### config.mk
export PLATFORM = sky130hd
export DESIGN_NAME = dcache_ctrl
export DESIGN_NICKNAME = d
export VERILOG_FILES = /design/src/rtl/dcache_ctrl.sv
export SDC_FILE = /design/constraint.sdc
export NUM_CORES = 1
export LEC_CHECK = 0
export CORE_MARGIN = 8
export CORE_UTILIZATION = 48
export CTS_BUF_LIST = sky130_fd_sc_hd__clkbuf_4 sky130_fd_sc_hd__clkbuf_8
export DETAILED_ROUTE_END_ITERATION = 8
export GPL_TIMING_DRIVEN = 1
export HOLD_SLACK_MARGIN = 0.03
export PLACE_DENSITY = 0.8
export SYNTH_ARGS = -nofsm -noshare
export SYNTH_HDL_FRONTEND = slang
export SYNTH_SLANG_ARGS = --single-unit
### constraint.sdc
create_clock -name clk -period 6 [get_ports clk]
set_input_delay 1.8 -clock clk [delete_from_list [all_inputs] [get_ports clk]]
set_output_delay 1.8 -clock clk [all_outputs]
set_load 0.01 [all_outputs]
### src/rtl/dcache_ctrl.sv
// dcache_ctrl: control FSM for the direct-mapped data cache.
// Runs read-miss block refills and write-through stores against data
// memory over a ready handshake, and keeps saturating read hit/miss counters.
module dcache_ctrl #(
    parameter int TAG_W = 3,
    parameter int IDX_W = 5,
    parameter int OFF_W = 2,
    parameter int CNT_W = 16
) (
    input  logic                           clk,
    input  logic                           rst,
    input  logic                           cpu_rd,
    input  logic                           cpu_wr,
    input  logic [TAG_W+IDX_W+OFF_W-1:0]   cpu_addr,
    input  logic                           valid_in,
    input  logic [TAG_W-1:0]               tag_in,
    input  logic                           mem_ready,
    output logic                           stall,
    output logic                           cache_read,
    output logic                           fill_from_Dmem,
    output logic                           fill_from_DataIn,
    output logic                           mem_rd,
    output logic                           mem_wr,
    output logic [TAG_W+IDX_W+OFF_W-1:0]   mem_addr,
    output logic [CNT_W-1:0]               hit_cnt,
    output logic [CNT_W-1:0]               miss_cnt
);
    localparam int ADDR_W = TAG_W + IDX_W + OFF_W;

    typedef enum logic [2:0] {
        S_IDLE,
        S_RD_WAIT,
        S_FILL,
        S_WR_WAIT,
        S_WR_DONE
    } state_t;

    state_t              r_state;
    logic                r_from_fill;   // previous cycle was FILL: next IDLE hit is the replay
    logic                r_mem_rd;
    logic                r_mem_wr;
    logic                r_fill_dmem;
    logic                r_fill_din;    // carries the latched write-hit flag for the first WR_WAIT cycle
    logic [ADDR_W-1:0]   r_mem_addr;
    logic [CNT_W-1:0]    r_hit_cnt;
    logic [CNT_W-1:0]    r_miss_cnt;

    logic                w_hit;
    logic                w_wr_req;
    logic                w_rd_req;
    logic [ADDR_W-1:0]   w_blk_addr;

    // A simultaneous read and write is treated as a write.
    assign w_hit      = valid_in && (tag_in == cpu_addr[ADDR_W-1 -: TAG_W]);
    assign w_wr_req   = cpu_wr;
    assign w_rd_req   = cpu_rd && !cpu_wr;
    assign w_blk_addr = {cpu_addr[ADDR_W-1:OFF_W], {OFF_W{1'b0}}};

    // Stall and cache_read: combinational in IDLE so a read hit costs no cycle.
    always_comb begin
        stall      = 1'b1;
        cache_read = 1'b0;
        case (r_state)
            S_IDLE: begin
                stall      = w_wr_req || (w_rd_req && !w_hit);
                cache_read = w_rd_req && w_hit;
            end
            S_WR_DONE: stall = 1'b0;
            default:   stall = 1'b1;
        endcase
    end

    // Controller FSM with registered memory/fill outputs and saturating counters.
    always_ff @(posedge clk or negedge rst) begin
        if (!rst) begin
            r_state     <= S_IDLE;
            r_from_fill <= 1'b0;
            r_mem_rd    <= 1'b0;
            r_mem_wr    <= 1'b0;
            r_fill_dmem <= 1'b0;
            r_fill_din  <= 1'b0;
            r_mem_addr  <= '0;
            r_hit_cnt   <= '0;
            r_miss_cnt  <= '0;
        end else begin
            r_from_fill <= (r_state == S_FILL);
            case (r_state)
                S_IDLE: begin
                    if (w_wr_req) begin
                        r_state    <= S_WR_WAIT;
                        r_mem_wr   <= 1'b1;
                        r_mem_addr <= cpu_addr;
                        r_fill_din <= w_hit;   // write miss is no-allocate
                    end else if (w_rd_req && !w_hit) begin
                        r_state    <= S_RD_WAIT;
                        r_mem_rd   <= 1'b1;
                        r_mem_addr <= w_blk_addr;
                        if (r_miss_cnt != {CNT_W{1'b1}})
                            r_miss_cnt <= r_miss_cnt + CNT_W'(1);
                    end else if (w_rd_req) begin
                        // The replayed read right after a refill is not a first-attempt hit.
                        if (!r_from_fill && (r_hit_cnt != {CNT_W{1'b1}}))
                            r_hit_cnt <= r_hit_cnt + CNT_W'(1);
                    end
                end
                S_RD_WAIT: begin
                    if (mem_ready) begin
                        r_state     <= S_FILL;
                        r_mem_rd    <= 1'b0;
                        r_mem_addr  <= '0;
                        r_fill_dmem <= 1'b1;
                    end
                end
                S_FILL: begin
                    r_state     <= S_IDLE;
                    r_fill_dmem <= 1'b0;
                end
                S_WR_WAIT: begin
                    r_fill_din <= 1'b0;
                    if (mem_ready) begin
                        r_state    <= S_WR_DONE;
                        r_mem_wr   <= 1'b0;
                        r_mem_addr <= '0;
                    end
                end
                S_WR_DONE: r_state <= S_IDLE;
                default: begin
                    r_state     <= S_IDLE;
                    r_mem_rd    <= 1'b0;
                    r_mem_wr    <= 1'b0;
                    r_fill_dmem <= 1'b0;
                    r_fill_din  <= 1'b0;
                end
            endcase
        end
    end

    assign fill_from_Dmem   = r_fill_dmem;
    assign fill_from_DataIn = r_fill_din;
    assign mem_rd           = r_mem_rd;
    assign mem_wr           = r_mem_wr;
    assign mem_addr         = r_mem_addr;
    assign hit_cnt          = r_hit_cnt;
    assign miss_cnt         = r_miss_cnt;

endmodule

======== Word level (Yosys, flattened, before mapping) ========
Cells that the tools add are included.
storage, ports and cells
  register bits ........................... 50
  word-level logic and storage cells ...... 74
  bits of input ports ..................... 19
cells by class
  equal/unequal tests ..................... 14
  reduce and logical (&&, ||, !) cells .... 23
  add/subtract/negate cells ............... 2
  muxes and demuxes ....................... 21
  bitwise gates (word level) .............. 5
operator list
  kind                   count
  $add 16x1->16 const B  2
  $ne 16x16->1 const B   2
  $mux 10                3
  $pmux 10 s2            1
  $mux 3                 4
  $ne 2x2->1 const B     5
  $pmux 3 s3             1
  $reduce_and 3->1       3
  $reduce_or 3->1        3
  $reduce_and 4->1       2
  $mux 1                 7
  $eq 3x2->1 const B     2
  $pmux 1 s2             3
  $pmux 1 s3             2
  $logic_and 1x1->1      5
  $not 1->1              5
  $reduce_and 5->1       1
  $reduce_and 2->1       2
  $eq 3x1->1 const B     1
  $eq 3x3->1             1
  $eq 3x3->1 const B     1
  $logic_not 1->1        3
  $logic_not 3->1        1
  $ne 3x3->1 const B     1
  4 further kinds        4

======== Logic depth before layout (Yosys ltp) ========
Gate-level depths: netlist of run 1.
  depth in word-level cells ............... 7
  gate-level depth with buffers ........... 7
  depth with buffers taken out ............ 6

======== Worst setup path after synthesis of run 1 ========
No wires, ideal clock.
  path kind ............................... input-to-output
  start point ............................. input tag_in[1]
  end point ............................... output stall
  cell stages on the path ................. 4
  required time ........................... 4.200 ns
  slack ................................... 1.611 ns
  data arrival time ....................... 2.589 ns
  path through ............................ xnor2_1 -> nand4_4 -> a21oi_1 -> o21ai_0
on the way
  cells in the longest elaborated chain, start to end .. 6
ends and longest elaborated chain
  what                RTL line  source
  start: declaration  16        input logic [TAG_W-1:0] tag_in,
  $eq 3x3->1          54        assign w_hit = valid_in && (tag_in == cpu_addr[ADDR_W-1 -: TAG_W]);
  $logic_and 1x1->1   54
  $logic_not 1->1     65        stall = w_wr_req || (w_rd_req && !w_hit);
  $logic_and 1x1->1   65
  $logic_or 1x1->1    65
  $pmux 1 s2          63        case (r_state)
  end: declaration    18        output logic stall,
Every way passes these cells.

======== Worst setup path after layout of run 1 ========
  start point ............................. input cpu_addr[9]
  end point ............................... output stall
on the way
  cells in the longest elaborated chain, start to end .. 6
ends and longest elaborated chain
  what                RTL line  source
  start: declaration  14        input logic [TAG_W+IDX_W+OFF_W-1:0] cpu_addr,
  $eq 3x3->1          54
  $logic_and 1x1->1   54
  $logic_not 1->1     65
  $logic_and 1x1->1   65
  $logic_or 1x1->1    65
  $pmux 1 s2          63
Every way passes these cells.

==> flow_metrics.env, run 1 <==
export IMPL_status="finished, final reports clean"
export IMPL_drtAntennaViolNets=0
export IMPL_grt_start_max_net_pins=51
export IMPL_start_kind="primary input"
export IMPL_r2r_end="mem_addr[0]"
export IMPL_io_buffers=66
export IMPL_drv_cap=0
export IMPL_seq_area_frac_synth=0.5089
export IMPL_synth_seq_cells=50
export IMPL_end_kind="output port"
export IMPL_hold_buffers=0
export IMPL_hold_violations=0
export IMPL_first_global_vias=1903
export IMPL_drt_total_wl_um=5474
export IMPL_crit_type="in2out"
export IMPL_via_per_inst=5.165
export IMPL_worst_r2r_cell_count=4
export IMPL_skew_ns=0.009964
export IMPL_cts_tree="built"
export IMPL_synth_edf_count=0
export IMPL_die_area_um2=7669
export IMPL_post_cts_setup_buffers=0
export IMPL_num_io_pins=67
export IMPL_crit_buf_inv=2
export IMPL_hp_class="reg2reg"
export IMPL_slew_headroom=0.2116
export IMPL_dp_hpwl_um=4079
export IMPL_cpPeakStageDelay_ns=0.51
export IMPL_route_detailed_drc=0
export IMPL_crit_fanout=7
export IMPL_grt_pass1_wl_um=8956
export IMPL_path_clk_slew_ns=0.09
export IMPL_utilization=0.6578
export IMPL_synthArstFlopShare=1.000
export IMPL_path_common_cell="clkdlybuf4s50_1"
export IMPL_wire_per_inst_um=14.79
export IMPL_r2r_slack_ns=3.63
export IMPL_setup_viol=0
export IMPL_power_density_nw_per_um2=349.0
export IMPL_die_w_um=87.57
export IMPL_die_h_um=87.57
export IMPL_grt_total_usage=0.1488
export IMPL_avgSynthCellArea_um2=10.51
export IMPL_max_freq_ghz=0.1845
export IMPL_area_growth_pct=34.05
export IMPL_min_from="mem_rd"
export IMPL_antennaDiodeCount=0
export IMPL_gp_congestion=0.7570
export IMPL_leakagePower_nw=1.431
export IMPL_firstDrtPassIters=4
export IMPL_tightest_slew_ns=1.183
export IMPL_setup_tns_final_ns=0
export IMPL_clk_path_buf_depth=2
export IMPL_overflow=0
export IMPL_period_share=0.9032
export IMPL_fp_row_count=26
export IMPL_crit_family="buffers and inverters"
export IMPL_initial_core_util=0.4908
export IMPL_synthFlopType="dfrtp_1"
export IMPL_maxSlewViolCount=0
export IMPL_antenna_found_initial=0
export IMPL_vias=1911
export IMPL_crit_required_ns=4.20
export IMPL_insertion_delay_ns=0.30
export IMPL_htreeDepth=2
export IMPL_cts_made_buffers=5
export IMPL_drive_gt1_frac=0.07333
export IMPL_core_um2=5010
export IMPL_hold_end="mem_rd"
export IMPL_hold_depth=2
export IMPL_reg2reg_from="r_state[1]"
export IMPL_clock_sinks=50
export IMPL_ys_warn_count=0
export IMPL_cts_resized=0
export IMPL_synth_fp_nets=255
export IMPL_final_nets=320
export IMPL_drt_iter0_drc=44
export IMPL_worstPathArrival_ns=3.62
export IMPL_ir_drop_v=0.0001820
export IMPL_yosysUniqueCellTypes=36
export IMPL_grt_setup_unrepaired="no"
export IMPL_cts_root_buf="clkbuf_8"
export IMPL_syn_area_um2=2459
export IMPL_post_route_min_period_ns=5.419
export IMPL_crit_chain="clkdlybuf4s50_1 > xnor2_1 > nand4_4 > a21oi_1 > o21ai_0 > clkdlybuf4s50_1"
export IMPL_synth_cells=234
export IMPL_crit_slowest_cell="clkdlybuf4s50_1"
area by class of cell:
| cell class | instances | area (um2) |
|---|---|---|
| clock buffer | 6 | 82.58 |
| clock inverter | 2 | 60.06 |
| fill | 428 | 1714 |
| inverter | 12 | 45.04 |
| multi-input combinational | 164 | 1114 |
| sequential | 50 | 1251 |
| tap | 70 | 87.58 |
| timing repair buffer | 66 | 655.6 |
logic make-up after synthesis:
logic type / Yosys count / share of synthesized area
flops: 50 / 0.5089
mux: 12 / 0.05089
xor+xnor: 31 / 0.1104
buf+inv: 20 / 0.03816
fa+ha+maj: 2 / 0.01018
compound gates: 17 / 0.04835
simple gates: 102 / 0.2331
layer usage:
metal  wire length (um)  share of wire  track usage
met3                281          0.051      0.04409
met1               2387           0.44       0.1788
met2               2712           0.50       0.2459
met4                 93          0.017      0.05469
met5                  0              0            0
worst register-to-register path, delay by kind of cell (launching register included):
kind,cells,cell delay (ns)
flip-flops,1,0.53
AO/OA/AOI/OAI,3,1.28
AND/OR/NAND/NOR,1,0.38
metrics by stage:
stage                     hold slack, ns  instance area, um2  cells  setup slack (ns)  power (mW)
final                             0.4958                3296    370            0.5809       1.150
after global routing              0.5190                3296    370            0.3883       1.222
after CTS                         0.5046                3296    370            0.5573       1.162
after detailed placement          0.4737                3153    362            0.5675      0.8706
after global placement            0.4656                3153    362            0.6064      0.8609
after floorplan                   0.5090                2459    234             1.611      0.6868
cells in the mapped netlist (2+ instances only):
cell type,instances,area share
a211oi_1,2,0.0061
a21oi_1,4,0.0081
and3_1,5,0.013
and4_1,2,0.0071
buf_2,3,0.0061
buf_6,2,0.0092
clkbuf_1,3,0.0046
dfrtp_1,50,0.51
ha_1,2,0.010
inv_1,12,0.018
mux2_2,4,0.018
mux2i_1,8,0.033
nand2_1,28,0.043
nand2b_1,3,0.0076
nand3_1,12,0.024
nand4_1,11,0.028
nand4_2,2,0.010
nor2_1,12,0.018
nor2b_1,4,0.010
nor3_1,8,0.016
nor3b_1,2,0.0061
nor4_1,5,0.013
o21ai_0,7,0.014
or2_2,2,0.0051
xnor2_1,16,0.057
xor2_1,15,0.053
sequential cells by signal, summed over array words and instances (netlist names):
register and flops:
r_from_fill 1, mem_addr 10, miss_cnt 16, r_state 3, mem_rd 1, fill_from_Dmem 1, mem_wr 1, hit_cnt 16
fill_from_DataIn 1
how the worst max path moves through the flow:
stage           startpoint    end  cells after the start
4_1_cts        cpu_addr[9]  stall                      6
3_3_place_gp   cpu_addr[9]  stall                      6
2_1_floorplan    tag_in[1]  stall                      4
3_5_place_dp   cpu_addr[9]  stall                      6
5_1_grt          tag_in[0]  stall                      6
6_report       cpu_addr[9]  stall                      6
power breakdown:
group,leakage [nW],switching (mW),internal [mW],total (mW)
logic,0.698,0.177,0.199,0.375
registers,0.661,0.0778,0.406,0.484
clock network,0.0714,0.113,0.178,0.291
total,1.43,0.367,0.783,1.15
cells in the final DEF (no fill, tap or decap), types with 8 or more instances in the layout:
cell type,netlist,layout
clkdlybuf4s50_1,0,65
dfrtp_1,50,50
nand2_1,28,28
xnor2_1,16,16
xor2_1,15,15
nor2_1,12,12
inv_1,12,12
nand3_1,12,12
nand4_1,11,11
nor3_1,8,8
mux2i_1,8,8
(Power assumes the default switching activity.)
==> run 2, diff against run 1 <==
--- a/config.mk
+++ b/config.mk
@@ -12,6 +12,7 @@
 export GPL_TIMING_DRIVEN = 1
 export HOLD_SLACK_MARGIN = 0.03
 export PLACE_DENSITY = 0.8
+export SLEW_MARGIN = 15
 export SYNTH_ARGS = -nofsm -noshare
 export SYNTH_HDL_FRONTEND = slang
 export SYNTH_SLANG_ARGS = --single-unit
==> constraint.sdc (replaced) <==
create_clock -name clk -period 5.14 [get_ports clk]
set_input_delay 1.542 -clock clk [delete_from_list [all_inputs] [get_ports clk]]
set_output_delay 1.542 -clock clk [all_outputs]
set_load 0.01 [all_outputs]
==> flow_metrics.env, run 2 (same netlist as run 1, synthesis figures left out) <==
export IMPL_status="finished, final reports clean"
export IMPL_cpPeakStageDelay_ns=0.51
export IMPL_start_kind="primary input"
export IMPL_vias=1890
export IMPL_drive_gt1_frac=0.08000
export IMPL_final_cell_mix="clkdlybuf4s50_1 (65), dfrtp_1 (50), nand2_1 (28)"
export IMPL_num_io_pins=67
export IMPL_power_density_nw_per_um2=380.9
export IMPL_clock_sinks=50
export IMPL_worstPathArrival_ns=3.33
export IMPL_fp_row_count=26
export IMPL_first_global_vias=1922
export IMPL_grt_total_usage=0.1426
export IMPL_skew_ns=0.01080
export IMPL_post_cts_setup_buffers=0
export IMPL_end_kind="output port"
export IMPL_timing_hold_ws_ns=0.4875
export IMPL_area_growth_pct=32.52
export IMPL_drv_cap=0
export IMPL_grt_pass1_wl_um=8707
export IMPL_placedCellCount=362
export IMPL_crit_required_ns=3.60
export IMPL_hold_end="mem_rd"
export IMPL_r2r_slack_ns=2.88
export IMPL_path_clk_slew_ns=0.09
export IMPL_drt_total_wl_um=5335
export IMPL_dp_hpwl_um=3977
export IMPL_cts_tree="built"
export IMPL_cts_made_buffers=5
export IMPL_hold_violations=0
export IMPL_crit_chain="clkdlybuf4s50_1 > xnor2_1 > nand4_4 > a21oi_2 > o21ai_0 > clkdlybuf4s50_1"
export IMPL_drt_iter0_drc=60
export IMPL_crit_fanout=7
export IMPL_cts_root_buf="clkbuf_8"
export IMPL_final_area_um2=3258
export IMPL_path_common_cell="clkdlybuf4s50_1"
export IMPL_setup_slack_ns=0.2719
export IMPL_setup_viol=0
export IMPL_hp_class="reg2reg"
export IMPL_period_share=0.9471
export IMPL_antennaDiodeCount=0
export IMPL_grt_start_max_net_pins=51
export IMPL_drtAntennaViolNets=0
export IMPL_ir_drop_v=0.0001982
export IMPL_min_from="mem_rd"
export IMPL_final_nets=320
export IMPL_placed_area_um2=3153
export IMPL_post_route_min_period_ns=4.868
export IMPL_worst_r2r_cell_count=4
export IMPL_grt_setup_unrepaired="no"
export IMPL_insertion_delay_ns=0.30
export IMPL_r2r_end="hit_cnt[1]"
export IMPL_reg2reg_from="r_state[2]"
export IMPL_crit_slowest_cell="clkdlybuf4s50_1"
export IMPL_tightest_slew_ns=0.8338
export IMPL_setup_tns_final_ns=0
export IMPL_die_area_um2=7669
export IMPL_crit_buf_inv=2
export IMPL_gp_congestion=0.7632
export IMPL_htreeDepth=2
export IMPL_overflow=0
export IMPL_finalPower_mw=1.241
export IMPL_crit_family="buffers and inverters"
export IMPL_instances_no_fill=370
export IMPL_hold_depth=2
export IMPL_max_freq_ghz=0.2054
export IMPL_core_um2=5010
export IMPL_utilization=0.6504
export IMPL_wire_per_inst_um=14.42
export IMPL_via_per_inst=5.108
export IMPL_leakagePower_nw=1.408
export IMPL_clk_path_buf_depth=2
export IMPL_route_detailed_drc=0
export IMPL_io_buffers=66
export IMPL_slew_headroom=0.4441
export IMPL_mostFrequentLayoutCell="clkdlybuf4s50_1"
export IMPL_antenna_found_initial=0
export IMPL_firstDrtPassIters=4
export IMPL_die_w_um=87.57
export IMPL_initial_core_util=0.4908
export IMPL_maxSlewViolCount=0
export IMPL_place_ws_ns=0.2192
export IMPL_crit_type="in2out"
export IMPL_die_h_um=87.57
-- run 2: changes by cell type in the layout (fill, tap and decap cells not counted), sizes merged --
cell and delta:
bufinv -2, clkinv +1, clkinvlp +1
-- run 2: power by group --
group	switching (mW)	internal, mW	total, mW
clock	0.128	0.108	0.236
combinational	0.206	0.232	0.438
sequential	0.0922	0.474	0.567
total	0.427	0.814	1.24
-- run 2: worst min-delay path, stage by stage, from the launching register on --
cell	delay [ns]
dfrtp_1	0.35
nand2_1	0.05
nand2_1	0.06
-- run 2: cell type report --
cell class,count,area [um2]
clock buffers,6,82.58
clock inverters,2,12.51
fillers,446,1752
inverters,12,45.04
multi-input cells,164,1121
flip-flops and latches,50,1251
well taps,70,87.58
repair buffers,66,658.1
-- run 2: worst max path at each step --
stage,end,startpoint,cells after the start,slack [ns]
6_report,stall,cpu_addr[7],6,0.27
5_1_grt,stall,cpu_addr[7],6,0.1
4_1_cts,stall,cpu_addr[9],6,0.22
3_5_place_dp,stall,cpu_addr[7],6,0.22
3_3_place_gp,stall,cpu_addr[9],6,0.26
2_1_floorplan,stall,tag_in[1],4,1.27
-- run 2: what timing repair did --
item	in CTS	in global routing
hold endpoints to repair	0	0
hold buffers	0	0
resized for setup	0	1
setup endpoints to repair	0	1
-- run 2: routing by layer --
layer  routed length (um)  track usage  up-vias
li1                     -            -      932
met3                  283      0.04128        9
met4                   78      0.04688        0
met1                 2321       0.1667      912
met5                    0            0        -
met2                 2651       0.2445       37
==> run 3, diff against run 2 <==
--- a/config.mk
+++ b/config.mk
@@ -9,7 +9,6 @@
 export CORE_UTILIZATION = 48
 export CTS_BUF_LIST = sky130_fd_sc_hd__clkbuf_4 sky130_fd_sc_hd__clkbuf_8
 export DETAILED_ROUTE_END_ITERATION = 8
-export GPL_TIMING_DRIVEN = 1
 export HOLD_SLACK_MARGIN = 0.03
 export PLACE_DENSITY = 0.8
 export SLEW_MARGIN = 15
==> results of run 3 <==
Same layout as run 2: the final DEF is identical, and so are final timing and power.
